--- src/rtl/priority_arbiter_rr_if.sv ---
// rtl/priority_arbiter_rr_if.sv - request/grant bundle between N bus masters and the arbiter
//
// Signals:
//   req        N     request vector, req[i] = requester i wants the resource
//   mode_rr    1     0 = fixed priority (index 0 highest), 1 = round-robin
//   gnt        N     one-hot registered grant, all-zero when idle
//   gnt_valid  1     any grant active (== |gnt)
//   gnt_id     IDW   binary index of the granted requester, holds when idle
// Modports:
//   master  requester side (drives req/mode_rr)
//   slave   arbiter side (drives gnt/gnt_valid/gnt_id)

interface priority_arbiter_rr_if #(
    parameter int N = 4
) ();
    localparam int IDW = $clog2(N);

    logic [N-1:0]   req;
    logic           mode_rr;
    logic [N-1:0]   gnt;
    logic           gnt_valid;
    logic [IDW-1:0] gnt_id;

    modport master (
        output req,
        output mode_rr,
        input  gnt,
        input  gnt_valid,
        input  gnt_id
    );

    modport slave (
        input  req,
        input  mode_rr,
        output gnt,
        output gnt_valid,
        output gnt_id
    );
endinterface

--- src/rtl/priority_arbiter_rr.sv ---
// rtl/priority_arbiter_rr.sv - N-way registered arbiter, fixed-priority or round-robin with hold limit
//
// Parameters:
//   N         number of requesters (2..32)
//   MAX_HOLD  max consecutive cycles one owner keeps the grant while others wait (>=1)
// Ports:
//   clk   in   rising-edge clock
//   rst   in   synchronous reset, active-low
//   bus   slave modport of priority_arbiter_rr_if (req, mode_rr in; gnt, gnt_valid, gnt_id out)

module priority_arbiter_rr #(
    parameter int N        = 4,
    parameter int MAX_HOLD = 8
) (
    input  logic                 clk,
    input  logic                 rst,
    priority_arbiter_rr_if.slave bus
);
    localparam int IDW  = $clog2(N);
    localparam int CNTW = $clog2(MAX_HOLD + 1);

    localparam logic [0:0] ST_IDLE  = 1'b0;
    localparam logic [0:0] ST_OWNED = 1'b1;

    // hold_cnt value at which a waiting competitor takes over
    localparam logic [CNTW-1:0] HOLD_LAST = CNTW'(MAX_HOLD - 1);

    logic [0:0]      state_q,    state_n;
    logic [N-1:0]    gnt_q,      gnt_n;
    logic [IDW-1:0]  gnt_id_q,   gnt_id_n;
    logic [IDW-1:0]  last_id_q,  last_id_n;
    logic [CNTW-1:0] hold_cnt_q, hold_cnt_n;

    logic [N-1:0]    cand;
    logic [N-1:0]    others;
    logic            owner_req;
    logic            arb;
    logic [IDW-1:0]  win;

    // Winner over a candidate set. Fixed: lowest set index. Round-robin:
    // first set index after last, wrapping modulo N.
    function automatic logic [IDW-1:0] pick(
        input logic [N-1:0]   c,
        input logic           rr,
        input logic [IDW-1:0] last
    );
        logic [IDW-1:0] w;
        logic           found;
        int             j;
        w     = '0;
        found = 1'b0;
        for (int k = 0; k < N; k++) begin
            if (rr) begin
                j = int'(last) + 1 + k;
                if (j >= N) begin
                    j = j - N;
                end
            end else begin
                j = k;
            end
            if (!found && c[j]) begin
                w     = IDW'(j);
                found = 1'b1;
            end
        end
        return w;
    endfunction

    // gnt_q is the one-hot of the owner while owned, so masking it off
    // leaves exactly the competing requests.
    assign owner_req = bus.req[gnt_id_q];
    assign others    = bus.req & ~gnt_q;

    always_comb begin
        state_n    = state_q;
        gnt_n      = gnt_q;
        gnt_id_n   = gnt_id_q;
        last_id_n  = last_id_q;
        hold_cnt_n = hold_cnt_q;
        cand       = bus.req;
        arb        = 1'b0;

        case (state_q)
            ST_IDLE: begin
                if (|bus.req) begin
                    arb = 1'b1;
                end
            end
            default: begin
                if (!owner_req) begin
                    // release; re-arbitrate on the same edge so hand-off has no bubble
                    if (|bus.req) begin
                        arb = 1'b1;
                    end else begin
                        state_n    = ST_IDLE;
                        gnt_n      = '0;
                        hold_cnt_n = '0;
                    end
                end else if (hold_cnt_q < HOLD_LAST) begin
                    hold_cnt_n = hold_cnt_q + 1'b1;
                end else if (|others) begin
                    // hold limit reached under contention: owner is excluded
                    cand = others;
                    arb  = 1'b1;
                end
                // otherwise the lone owner keeps the grant, counter stays saturated
            end
        endcase

        win = pick(cand, bus.mode_rr, last_id_q);

        if (arb) begin
            state_n    = ST_OWNED;
            gnt_n      = {{(N-1){1'b0}}, 1'b1} << win;
            gnt_id_n   = win;
            last_id_n  = win;
            hold_cnt_n = '0;
        end
    end

    always_ff @(posedge clk) begin
        if (!rst) begin
            state_q    <= ST_IDLE;
            gnt_q      <= '0;
            gnt_id_q   <= '0;
            last_id_q  <= IDW'(N - 1);
            hold_cnt_q <= '0;
        end else begin
            state_q    <= state_n;
            gnt_q      <= gnt_n;
            gnt_id_q   <= gnt_id_n;
            last_id_q  <= last_id_n;
            hold_cnt_q <= hold_cnt_n;
        end
    end

    assign bus.gnt       = gnt_q;
    assign bus.gnt_valid = |gnt_q;
    assign bus.gnt_id    = gnt_id_q;
endmodule
--- src/flat_wrapper.sv ---
// flat-port wrapper written by rule: the top's interface ports become plain ports
module priority_arbiter_rr_flat 
#(
    parameter int N        = 4,
    parameter int MAX_HOLD = 8
)
  (clk, rst, bus_req, bus_mode_rr, bus_gnt, bus_gnt_valid, bus_gnt_id);
  priority_arbiter_rr_if #(.N(N)) bus_i ();
  input  logic clk;
  input  logic rst;
  input wire logic [$bits(bus_i.req)-1:0] bus_req;
  input wire logic [$bits(bus_i.mode_rr)-1:0] bus_mode_rr;
  output wire logic [$bits(bus_i.gnt)-1:0] bus_gnt;
  output wire logic [$bits(bus_i.gnt_valid)-1:0] bus_gnt_valid;
  output wire logic [$bits(bus_i.gnt_id)-1:0] bus_gnt_id;
  assign bus_i.req = bus_req;
  assign bus_i.mode_rr = bus_mode_rr;
  assign bus_gnt = bus_i.gnt;
  assign bus_gnt_valid = bus_i.gnt_valid;
  assign bus_gnt_id = bus_i.gnt_id;
  priority_arbiter_rr #(.N(N), .MAX_HOLD(MAX_HOLD)) u_core (.clk(clk), .rst(rst), .bus(bus_i));
endmodule
--- config.mk ---
export PLATFORM = sky130hd
export DESIGN_NAME = priority_arbiter_rr_flat
export DESIGN_NICKNAME = d
export VERILOG_FILES = /design/src/rtl/priority_arbiter_rr_if.sv /design/src/rtl/priority_arbiter_rr.sv /design/src/flat_wrapper.sv
export SDC_FILE = /design/constraint.sdc
export NUM_CORES = 1
export LEC_CHECK = 0
export CAP_MARGIN = 30
export CORE_AREA = 2 2 45 55
export CTS_CLUSTER_SIZE = 20
export DETAILED_ROUTE_END_ITERATION = 16
export DIE_AREA = 0 0 47 57
export DONT_BUFFER_PORTS = 1
export SETUP_SLACK_MARGIN = 0.05
export SLEW_MARGIN = 5
export SYNTH_ARGS = -nofsm -noshare
export SYNTH_HDL_FRONTEND = slang
export SYNTH_SLANG_ARGS = --single-unit
--- constraint.sdc ---
create_clock -name clk -period 2.8 [get_ports clk]
set_clock_uncertainty 0.15 [all_clocks]
set_input_delay 0.14 -clock clk [delete_from_list [all_inputs] [get_ports clk]]
set_output_delay 0.14 -clock clk [all_outputs]
set_load 0.02 [all_outputs]
==> flow_summary.ini <==
[critical_path]
critical_path.max_stage_delay_ns = 0.49
timing.critical_path.slowest_stage_cell = sky130_fd_sc_hd__o31ai_1
cp.required_ns = 2.82
worst_setup_path_start_kind = flip-flop
r2r-end = u_core.bus.gnt[0]$_SDFFE_PN0P_
reg_to_reg_start = u_core.hold_cnt_q[0]$_SDFFE_PP0P_
critical_path_peak_fanout = 4
timing.critical_path.to_type = flip-flop
worst-r2r-setup-slack_ns = 0.43
timing.critical_path.arrival_ns = 2.39
worst_setup_path_startpoint = u_core.hold_cnt_q[0]$_SDFFE_PP0P_
critical_path.cell_chain = ha_1 > a21o_1 > o41ai_2 > o31ai_1 > o211ai_1 > o21a_1 > o21a_4 > a22o_1
timing_worst_setup_path_type = reg2reg
timing.reg2reg.worst_path_depth = 8

[sta]
finalSetupViolCount = 0
post-route-period-util = 0.848
final_hold_slack_ns = 0.00685
timing_worst_slew_pin_value_ns = 0.567
final_hold_violation_count = 0
setup-tns-final_ns = 0
timing.max_slew.rel_slack = 0.619
maximum_frequency_from_static_timing_analysis_mhz = 421
clock_period_minus_worst_slack_ns = 2.37
rsz_0062_raised_after_global_routing = no
slew_violations = 0
worst_slack_ns = 0.426

[grt]
globalRouteOverflowTotal = 0
grt_start_max_net_pins = 8
antenna_found_initial = 0
grt_first_pass_wirelength_um = 3290
grt_util_all_layers = 0.167
grt_pass1_vias = 768

[route]
drt_via_density = 5.67
route.final.wire_length_um = 1930
wire_per_inst_um = 14.2
route.vias.total = 771
drtPass1Iterations = 4
drt_drc_violations_left = 0
drt_iter0_drc = 10
final_antenna_net_count = 0

[place]
port-buffer-count = 0
hpwlAfterDp_um = 1550
globalplace.congestion = 0.813
dpl_worst_slack_ns = 0.466

[min_path]
whs_path_depth = 3
hold_path.startpoint = bus_req[3]
holdCritPathClass = in2reg
endpoint_worst_hold = u_core.state_q$_SDFF_PN0_

[die]
fp.coreArea_um2 = 2190
die-height_um = 57
floorplan.initialDensity = 0.382
floorplan.die_area_um2 = 2680
floorplan.die.width_um = 47
pin_count = 14
row_count = 19

[power]
internal_power_mw = 0.318
net-switching-power_mw = 0.162
power_switching_share = 0.338
power_leakage_nw = 0.397
combPwrFrac = 0.299
power-per-cell-area_nw_per_um2 = 497
power.ir.vdd_worst_uv = 322
p_seq_frac = 0.459
pwr-share-clk = 0.243

[synthesis]
yosys_warnings = 0
synth.ff_latch_count = 13
part_of_the_yosys_area_used_for_sequential_elements = 0.312
syn_nets = 101
yosys.area.top_type = sky130_fd_sc_hd__dfxtp_1
synth_top_area_frac = 0.312
ys_types = 40
postSynthCellCount = 93
async_reset_ff_frac = 0
synth.cell_area_um2 = 835
yosys_most_used_dff = sky130_fd_sc_hd__dfxtp_1
number_of_synthesized_flops_with_an_enable_pin = 0
synth_area_leaders = sky130_fd_sc_hd__dfxtp_1, sky130_fd_sc_hd__a21oi_1, sky130_fd_sc_hd__a22o_1
synth_area_per_cell_um2 = 8.97

[cells_and_area]
final.fill_count = 233
area.growth.synth_to_final_pct = 15.6
post_route_cells_drive_above_1_share = 0.162
fin_util = 0.441
fin_nets = 114
antenna_cells_inserted = 0

[status]
status = completed

[clock_network]
holdBufCountCts = 2
cts-buffers-inserted = 3
clock_path_buffers = 2
clk_transition_reported_paths_ns = 0.08
clockRootBuffer = sky130_fd_sc_hd__clkbuf_4
cts_tree = yes
ctsHtreeMaxLevel = 1
post_cts_resized = 0
worst_skew_pair.late_latency_ns = 0.27
cts_post_setup_buffers_inserted = 0
tritoncts_num_sinks = 13

[run]
drv_cap = 0
==> registers in the layout (all words and copies together) (netlist names) <==
signal / cells
u_core.bus.gnt_id: 2
u_core.bus.gnt: 4
u_core.last_id_q: 2
u_core.state_q: 1
u_core.hold_cnt_q: 4
==> cells in the mapped netlist (all sizes together), types with 2 or more instances <==
| library cell | count |
|---|---|
| a31oi | 4 |
| mux2i | 3 |
| nand2 | 7 |
| and2b | 4 |
| nor2 | 3 |
| o211ai | 3 |
| o21ai | 3 |
| a2bb2oi | 2 |
| o21a | 4 |
| nor2b | 5 |
| a22o | 4 |
| dfxtp | 13 |
| inv | 6 |
| a21o | 3 |
| a21oi | 8 |
| nand3 | 2 |
==> layout by cell type (no fill, tap or decap), types with 2 or more instances in the layout <==
master | synthesis | final
sky130_fd_sc_hd__a31oi_1 | 4 | 4
sky130_fd_sc_hd__inv_1 | 6 | 6
sky130_fd_sc_hd__a21oi_1 | 8 | 8
sky130_fd_sc_hd__clkbuf_4 | 0 | 3
sky130_fd_sc_hd__a21o_1 | 3 | 3
sky130_fd_sc_hd__dfxtp_1 | 13 | 13
sky130_fd_sc_hd__a22o_1 | 4 | 4
sky130_fd_sc_hd__nand2_1 | 7 | 7
sky130_fd_sc_hd__mux2i_1 | 3 | 3
sky130_fd_sc_hd__o21a_1 | 2 | 2
sky130_fd_sc_hd__and2b_1 | 4 | 4
sky130_fd_sc_hd__dlygate4sd3_1 | 0 | 2
sky130_fd_sc_hd__o21ai_0 | 2 | 2
sky130_fd_sc_hd__nor2b_1 | 5 | 5
sky130_fd_sc_hd__buf_4 | 0 | 6
sky130_fd_sc_hd__nor2_1 | 3 | 3
sky130_fd_sc_hd__nand3_1 | 2 | 2
sky130_fd_sc_hd__o211ai_1 | 2 | 2
==> power by group through the flow <==
| stage | combinational [mW] | clock [mW] | sequential, mW |
|---|---|---|---|
| 3_3_place_gp | 0.137 | 0 | 0.224 |
| 3_5_place_dp | 0.140 | 0 | 0.224 |
| 5_1_grt | 0.158 | 0.131 | 0.222 |
| 2_1_floorplan | 0.0989 | 0 | 0.231 |
| 6_report | 0.143 | 0.116 | 0.220 |
| 4_1_cts | 0.144 | 0.117 | 0.220 |
==> logic make-up after synthesis <==
family	Yosys count	synth area share
flops	13	0.312
compound gates	41	0.405
buf+inv	6	0.0270
simple gates	28	0.192
fa+ha+maj	1	0.0150
mux	4	0.0495
==> through the flow <==
| step | cells | instance area (µm²) | power (mW) |
|---|---|---|---|
| after floorplan | 93 | 835 | 0.330 |
| after global placement | 130 | 918 | 0.361 |
| after detailed placement | 130 | 918 | 0.364 |
| after CTS | 136 | 965 | 0.481 |
| after global routing | 136 | 965 | 0.511 |
| final | 136 | 965 | 0.479 |
==> layout make-up <==
class                           count  area [µm²]  share of cell area
Clock buffer                        4        26.3              0.0272
Inverter                            6        22.5              0.0233
Multi-Input combinational cell     74         552               0.572
Sequential cell                    13         260               0.270
Tap cell                           31        38.8              0.0402
Timing Repair Buffer                8        65.1              0.0674
==> routing by layer <==
layer | wire, µm | track usage | vias to the layer above
met4 | 65 | 0.0873 | 0
li1 | - | - | 387
met5 | 0 | 0 | -
met1 | 890 | 0.208 | 361
met3 | 102 | 0.0570 | 6
met2 | 873 | 0.249 | 17
==> worst max path at each step <==
| stage | end | slack (ns) | cells past startpoint |
|---|---|---|---|
| after CTS | u_core.bus.gnt[0]$_SDFFE_PN0P_ | 0.44 | 8 |
| final | u_core.bus.gnt[0]$_SDFFE_PN0P_ | 0.43 | 8 |
| after global routing | u_core.bus.gnt[0]$_SDFFE_PN0P_ | 0.27 | 8 |
| after global placement | u_core.bus.gnt_id[1]$_SDFFE_PN0P_ | 0.50 | 8 |
| after detailed placement | u_core.bus.gnt[0]$_SDFFE_PN0P_ | 0.47 | 8 |
| after floorplan | u_core.bus.gnt[0]$_SDFFE_PN0P_ | 0.50 | 7 |
==> critical path: cells and delay by family (launching register included) <==
kind	cells	cell delay [ns]
compound gates	7	1.50
fa+ha+maj	1	0.22
flops	1	0.39
(Power assumes the default switching activity.)
